--- config.mk ---
export PLATFORM = sky130hd
export DESIGN_NAME = pipe_reg_chain_flat
export DESIGN_NICKNAME = d
export VERILOG_FILES = /design/src/rtl/pipe_reg_pkg.sv /design/src/rtl/pipe_reg_chain_if.sv /design/src/rtl/pipe_reg_stage.sv /design/src/rtl/pipe_reg_chain.sv /design/src/flat_wrapper.sv
export SDC_FILE = /design/constraint.sdc
export NUM_CORES = 1
export LEC_CHECK = 0
export CAP_MARGIN = 5
export CORE_MARGIN = 3
export CORE_UTILIZATION = 53
export CTS_CLUSTER_SIZE = 30
export DETAILED_ROUTE_END_ITERATION = 10
export PLACE_DENSITY = 0.82
export SLEW_MARGIN = 20
export SYNTH_ARGS = -nofsm -noshare
export SYNTH_HDL_FRONTEND = slang
export SYNTH_HIERARCHICAL = 1
export SYNTH_SLANG_ARGS = --single-unit
--- constraint.sdc ---
create_clock -name clk -period 2.6 [get_ports clk]
set_input_delay 0.52 -clock clk [delete_from_list [all_inputs] [get_ports clk]]
set_output_delay 0.52 -clock clk [all_outputs]
set_load 0.03 [all_outputs]
--- src/rtl/pipe_reg_pkg.sv ---
// Shared constants and helpers for the elastic register pipeline.
// Holds default geometry and the count-width function.
package pipe_reg_pkg;

    localparam int DEF_WIDTH = 8;
    localparam int DEF_DEPTH = 3;

    // Bits needed to hold values 0..v-1 (minimum 1).
    function automatic int clog2(input int v);
        int r;
        int x;
        r = 0;
        x = v - 1;
        while (x > 0) begin
            r = r + 1;
            x = x >> 1;
        end
        return (r < 1) ? 1 : r;
    endfunction

endpackage

--- src/rtl/pipe_reg_chain_if.sv ---
// Valid/ready streaming bus used at both ends of the pipeline.
// master drives valid/data, slave drives ready.
interface pipe_reg_chain_if #(
    parameter int WIDTH = 8
);

    logic             valid;
    logic [WIDTH-1:0] data;
    logic             ready;

    modport master (
        output valid,
        output data,
        input  ready
    );

    modport slave (
        input  valid,
        input  data,
        output ready
    );

endinterface

--- src/rtl/pipe_reg_stage.sv ---
// One pipeline stage: data register plus valid bit.
// clr drops valid while data holds; en loads both from upstream.
module pipe_reg_stage #(
    parameter int WIDTH = 8
) (
    input  logic             clk,
    input  logic             rst,
    input  logic             clr,
    input  logic             en,
    input  logic             d_vld,
    input  logic [WIDTH-1:0] d_dat,
    output logic             q_vld,
    output logic [WIDTH-1:0] q_dat
);

    // Valid bit: flush beats load.
    always_ff @(posedge clk or negedge rst) begin
        if (!rst) begin
            q_vld <= 1'b0;
        end else if (clr) begin
            q_vld <= 1'b0;
        end else if (en) begin
            q_vld <= d_vld;
        end
    end

    // Data register: holds across a flush.
    always_ff @(posedge clk or negedge rst) begin
        if (!rst) begin
            q_dat <= '0;
        end else if (en && !clr) begin
            q_dat <= d_dat;
        end
    end

endmodule

--- src/rtl/pipe_reg_chain.sv ---
// Elastic DEPTH-stage register pipeline with collapsing bubbles.
// Define PIPE_REG_CHAIN_COUNT_EN for a registered occupancy count.
module pipe_reg_chain
    import pipe_reg_pkg::*;
#(
    parameter int WIDTH = DEF_WIDTH,
    parameter int DEPTH = DEF_DEPTH,
    localparam int CW   = clog2(DEPTH + 1)
) (
    input  logic                clk,
    input  logic                rst,
    input  logic                flush,
    pipe_reg_chain_if.slave     in_bus,
    pipe_reg_chain_if.master    out_bus,
    output logic [CW-1:0]       count
);

    logic [DEPTH-1:0] vld;
    logic [WIDTH-1:0] dat   [DEPTH];
    logic [DEPTH-1:0] d_vld;
    logic [WIDTH-1:0] d_dat [DEPTH];
    logic [DEPTH-1:0] adv;

    // Stage i advances if any stage from i to the tail is empty
    // or the consumer is taking the tail word.
    always_comb begin
        logic acc;
        acc = out_bus.ready;
        adv = '0;
        for (int i = DEPTH - 1; i >= 0; i--) begin
            acc    = acc | ~vld[i];
            adv[i] = acc;
        end
    end

    assign in_bus.ready  = adv[0] & ~flush;
    assign out_bus.valid = vld[DEPTH-1] & ~flush;
    assign out_bus.data  = dat[DEPTH-1];

    for (genvar i = 0; i < DEPTH; i++) begin : g_stage
        if (i == 0) begin : g_head
            assign d_vld[i] = in_bus.valid;
            assign d_dat[i] = in_bus.data;
        end else begin : g_body
            assign d_vld[i] = vld[i-1];
            assign d_dat[i] = dat[i-1];
        end

        pipe_reg_stage #(
            .WIDTH (WIDTH)
        ) u_stage (
            .clk   (clk),
            .rst   (rst),
            .clr   (flush),
            .en    (adv[i]),
            .d_vld (d_vld[i]),
            .d_dat (d_dat[i]),
            .q_vld (vld[i]),
            .q_dat (dat[i])
        );
    end

`ifdef PIPE_REG_CHAIN_COUNT_EN
    logic          in_hs;
    logic          out_hs;
    logic [CW-1:0] cnt;

    assign in_hs  = in_bus.valid & in_bus.ready;
    assign out_hs = out_bus.valid & out_bus.ready;

    // Occupancy: +1 on accept, -1 on emit, cleared by flush.
    always_ff @(posedge clk or negedge rst) begin
        if (!rst) begin
            cnt <= '0;
        end else if (flush) begin
            cnt <= '0;
        end else if (in_hs && !out_hs) begin
            cnt <= cnt + CW'(1);
        end else if (out_hs && !in_hs) begin
            cnt <= cnt - CW'(1);
        end
    end

    assign count = cnt;
`else
    assign count = '0;
`endif

endmodule

--- src/flat_wrapper.sv ---
// flat-port wrapper written by rule: the top's interface ports become plain ports
module pipe_reg_chain_flat import pipe_reg_pkg::*;
#(
    parameter int WIDTH = DEF_WIDTH,
    parameter int DEPTH = DEF_DEPTH,
    localparam int CW   = clog2(DEPTH + 1)
)
  (clk, rst, flush, count, in_bus_valid, in_bus_data, in_bus_ready, out_bus_valid, out_bus_data, out_bus_ready);
  pipe_reg_chain_if #(.WIDTH(WIDTH)) in_bus_i ();
  pipe_reg_chain_if #(.WIDTH(WIDTH)) out_bus_i ();
  input  logic clk;
  input  logic rst;
  input  logic flush;
  output logic [CW-1:0] count;
  input wire logic [$bits(in_bus_i.valid)-1:0] in_bus_valid;
  input wire logic [$bits(in_bus_i.data)-1:0] in_bus_data;
  output wire logic [$bits(in_bus_i.ready)-1:0] in_bus_ready;
  output wire logic [$bits(out_bus_i.valid)-1:0] out_bus_valid;
  output wire logic [$bits(out_bus_i.data)-1:0] out_bus_data;
  input wire logic [$bits(out_bus_i.ready)-1:0] out_bus_ready;
  assign in_bus_i.valid = in_bus_valid;
  assign in_bus_i.data = in_bus_data;
  assign in_bus_ready = in_bus_i.ready;
  assign out_bus_valid = out_bus_i.valid;
  assign out_bus_data = out_bus_i.data;
  assign out_bus_i.ready = out_bus_ready;
  pipe_reg_chain #(.WIDTH(WIDTH), .DEPTH(DEPTH)) u_core (.clk(clk), .rst(rst), .flush(flush), .in_bus(in_bus_i), .out_bus(out_bus_i), .count(count));
endmodule
Word-level counts from Yosys, hierarchy flattened

Index checks and enable logic that the tools add are counted.

Word-level logic and storage cells: 28
Bits in registers: 27
Input bits: 13
Output and inout bits: 12

Multiplexer cells: 6
Reductions and logical operators: 7
Bitwise logic cells: 9

Operator list:

| kind               | count |
|---|---|
| two-way mux 1 bit  | 6 |
| nonzero test 2 bit | 3 |
| NOT 1 bit          | 4 |
| logical AND 1 bit  | 3 |
| bitwise OR 1 bit   | 3 |
| AND 1 bit          | 2 |
| zero test 1 bit    | 1 |

Depth between registers and ports, before layout

Depth in word-level cells: 6
Mapped depth: 5
Gate-level depth less buffers: 4

By module

Netlist, hierarchy kept.

By module, submodules not included:

| module         | cells each | sequential area each (um^2) | area an instance (um^2) | times used |
|---|---|---|---|---|
| pipe_reg_stage | 21         | 225.2                       | 384.1                   | 3 |
| pipe_reg_chain | 9          | 0.0                         | 57.6                    | 1 |

Worst setup path after synthesis

No wires, ideal clock.

Kind: in2out
From: in out_bus_ready
To: out in_bus_ready
Path slack: 0.991 ns
Data required time: 2.080 ns
Cell stages on the path: 2
Arrival: 1.089 ns
Path buffers: 0
Cells stage by stage: nor2b_4 a31oi_1

Word-level cells in the longest chain between the ends: 4

RTL lines:

| element                       | line                 | source |
|---|---|---|
| from (decl)                   | flat_wrapper.sv:20   | `input wire logic [$bits(out_bus_i.ready)-1:0] out_bus_ready;` |
| bitwise OR 1 bit (3 in a row) | pipe_reg_chain.sv:31 | `acc = acc \| ~vld[i];` |
| AND 1 bit                     | pipe_reg_chain.sv:36 | `assign in_bus.ready = adv[0] & ~flush;` |
| to (decl)                     | flat_wrapper.sv:17   | `output wire logic [$bits(in_bus_i.ready)-1:0] in_bus_ready;` |

Every way passes these cells.

Worst setup path after layout

From: in flush
To: out out_bus_valid

Word-level cells in the longest chain between the ends: 2

RTL lines:

| element     | line                 | source |
|---|---|---|
| from (decl) | flat_wrapper.sv:13   | `input logic flush;` |
| NOT 1 bit   | pipe_reg_chain.sv:37 | `assign out_bus.valid = vld[DEPTH-1] & ~flush;` |
| AND 1 bit   | pipe_reg_chain.sv:37 |  |
| to (decl)   | flat_wrapper.sv:18   | `output wire logic [$bits(out_bus_i.valid)-1:0] out_bus_valid;` |

Every way passes these cells.

==> results_dict.tcl <==
set metrics [dict create \
    run_status "completed" \
    dr_wl_met2_um 948 \
    design_area_um2 1460 \
    wire_per_inst_um 15.3 \
    ys_top_cells_by_area "dfrtp_1 56%, mux2_4 30%, nor2b_4 4.6%" \
    power_density_nw_per_um2 654 \
    cts_setup_buffers 0 \
    cpMostUsedCell "clkdlybuf4s50_1" \
    wl_um 1880 \
    coreArea_um2 2060 \
    yosysTopAreaCell "dfrtp_1" \
    tns_ps 0 \
    critPathArrivalTime_ps 1730 \
    grt_first_pass_wirelength_um 3240 \
    cts_made_buffers 3 \
    drive_gt1_share_pct 36.5 \
    root_buffer "clkbuf_4" \
    drt_iter0_markers 2 \
    cts_max_level 1 \
    syn_area_per_cell_um2 16.8 \
    area_delta_synth_final_pct 20.8 \
    cts.repair.resized 0 \
    finalSetupViolations 0 \
    path_class "in2out" \
    fin_crit_ps 2250 \
    max_clock_freq_mhz 444 \
    clkTransAtPathRegs_ps 150 \
    synth.cell_area_um2 1210 \
    final_nets 110 \
    num_rows 16 \
    boundaryPins 25 \
    yosys_warnings 6 \
    placed_cell_area_um2 1430 \
    worstSetupStartpointType "primary input" \
    crit_path_end_kind "output port" \
    grt_max_degree 28 \
    cts_tree "yes" \
    die_h_um 53.8 \
    start_util_pct 58.7 \
    rsz0062_at_grt "no" \
    yosysUniqueCellTypes 13 \
    fin_crit_sh_pct 86.7 \
    grt-ovfl-total 0 \
    wl_met1_um 825 \
    finalMaxSlewViolations 0 \
    worstPathMaxFanout 2 \
    place.gp.congestion 0.715 \
    num_antenna_cells 0 \
    finClkSkew_ps 5.18 \
    cts_buffer_depth 2 \
    hpwl_um 1370 \
    leakage_nw 0.714 \
    min_path_type "reg2reg" \
    first_pass_iters 3 \
    synth_top_area_share_pct 55.8 \
    first_global_vias 668 \
    synthCells 72 \
    antenna_found_initial 0 \
    clock_latency_ps 320 \
    vias 625 \
    io_buffers 22 \
    grtUsageTotal_pct 16.0 \
    dieArea_um2 2890 \
    met3_length_um 69 \
    p_total_w 0.000956 \
    max_stage_delay_ps 670 \
    ys_ff_latch 27 \
    cts.sinks 27 \
    via_per_inst 5.08 \
    worst-endpoint-required_ps 2080 \
    top_layer_used "met4" \
    crit_slowest_cell "clkdlybuf4s50_1" \
    post-route-drc-count 0 \
    maxCapViolCount 0 \
    hold_viol_final 0 \
    ir_drop_uv 453 \
    ant_nets 0 \
    path_cells "clkdlybuf4s50_1, nor2b_1, clkdlybuf4s50_1" \
    cts_hold_buf 0 \
    die_x_um 53.8 \
    hold_ws_ps 529 \
    yosysSeqAreaShare_pct 55.8 \
]
-- registers in the layout, summed over array words and instances (netlist names) --
name,flops
u_core/g_stage.u_stage/q_vld,3
u_core/g_stage.u_stage/q_dat,24
-- cells by family after synthesis --
kind of cell    after synthesis  synth area share (%)
mux                          27                  32.3
flops                        27                  55.8
simple gates                 10                  6.72
buf+inv                       6                  4.34
compound gates                1                 0.517
other cells                   1                 0.310
-- worst max-delay path, delay by kind of cell --
| family | cells | cell delay, ps |
|---|---|---|
| buffers and inverters | 2 | 1090 |
| AND/OR/NAND/NOR | 1 | 120 |
-- synth_stat cells --
library cell and n:
buf_6 3, nand2_1 1, dfrtp_1 27, inv_1 1, nor2_1 3, conb_1 1
nand3_1 1, mux2i_1 3, nor2b_4 4, a31oi_1 1, mux2_4 24, nor2b_1 1
buf_4 2
-- cells in the final DEF (no fill, tap or decap) --
cell | Yosys | routed
conb_1 | 1 | 2
mux2_4 | 24 | 24
inv_1 | 1 | 1
clkinvlp_4 | 0 | 1
buf_4 | 2 | 3
a31oi_1 | 1 | 1
mux2i_1 | 3 | 3
clkdlybuf4s50_1 | 0 | 21
nor2_1 | 3 | 3
nor2b_1 | 1 | 1
dfrtp_1 | 27 | 27
nor2b_4 | 4 | 4
nand2_1 | 1 | 1
clkbuf_4 | 0 | 3
nand3_1 | 1 | 1
-- per-layer routing --
metal  GRT usage, %  up-vias
met5              0        -
li1               -      290
met4           7.66        0
met2           26.6       15
met1           20.0      314
met3           2.77        6
-- power by group --
part | switching [W] | leakage [nW] | internal (W)
Sequential | 0.0000350 | 0.322 | 0.000478
Combinational | 0.000110 | 0.378 | 0.000147
Clock | 0.000127 | 0.0139 | 0.0000587
-- final timing paths --
| kind | from | cells after the start | slack (ps) | end |
|---|---|---|---|---|
| hold / removal | u_core/g_stage[2].u_stage/q_dat[6] | 1 | 530 | u_core/g_stage[2].u_stage/q_dat[6] |
| min in group asynchronous | rst | 2 | 540 | u_core/g_stage[2].u_stage/q_dat[2] |
| max in group asynchronous | rst | 2 | 1810 | u_core/g_stage[1].u_stage/q_dat[4] |
| setup reg to reg | u_core/g_stage[2].u_stage/q_vld | 4 | 1080 | u_core/g_stage[0].u_stage/q_dat[6] |
| hold reg to reg | u_core/g_stage[2].u_stage/q_dat[6] | 1 | 530 | u_core/g_stage[2].u_stage/q_dat[6] |
| setup / recovery | flush | 3 | 350 | out_bus_valid |
-- area by class of cell --
class	count	area, um2
timing repair buffer	24	233
inverter	1	3.75
clock inverter	1	7.51
sequential	27	676
tap	27	33.8
multi-input combinational	40	485
fill	142	601
clock buffer	3	22.5
-- per-stage QoR --
stage               setup slack [ps]  util [%]  cells
finish                           345      70.9    123
floorplan                        991         -     73
global route                     312      70.9    123
detailed placement               343      69.4    119
global placement                 364      69.4    119
CTS                              338      70.9    123
Note: power is estimated with default switching activity, not from simulation.
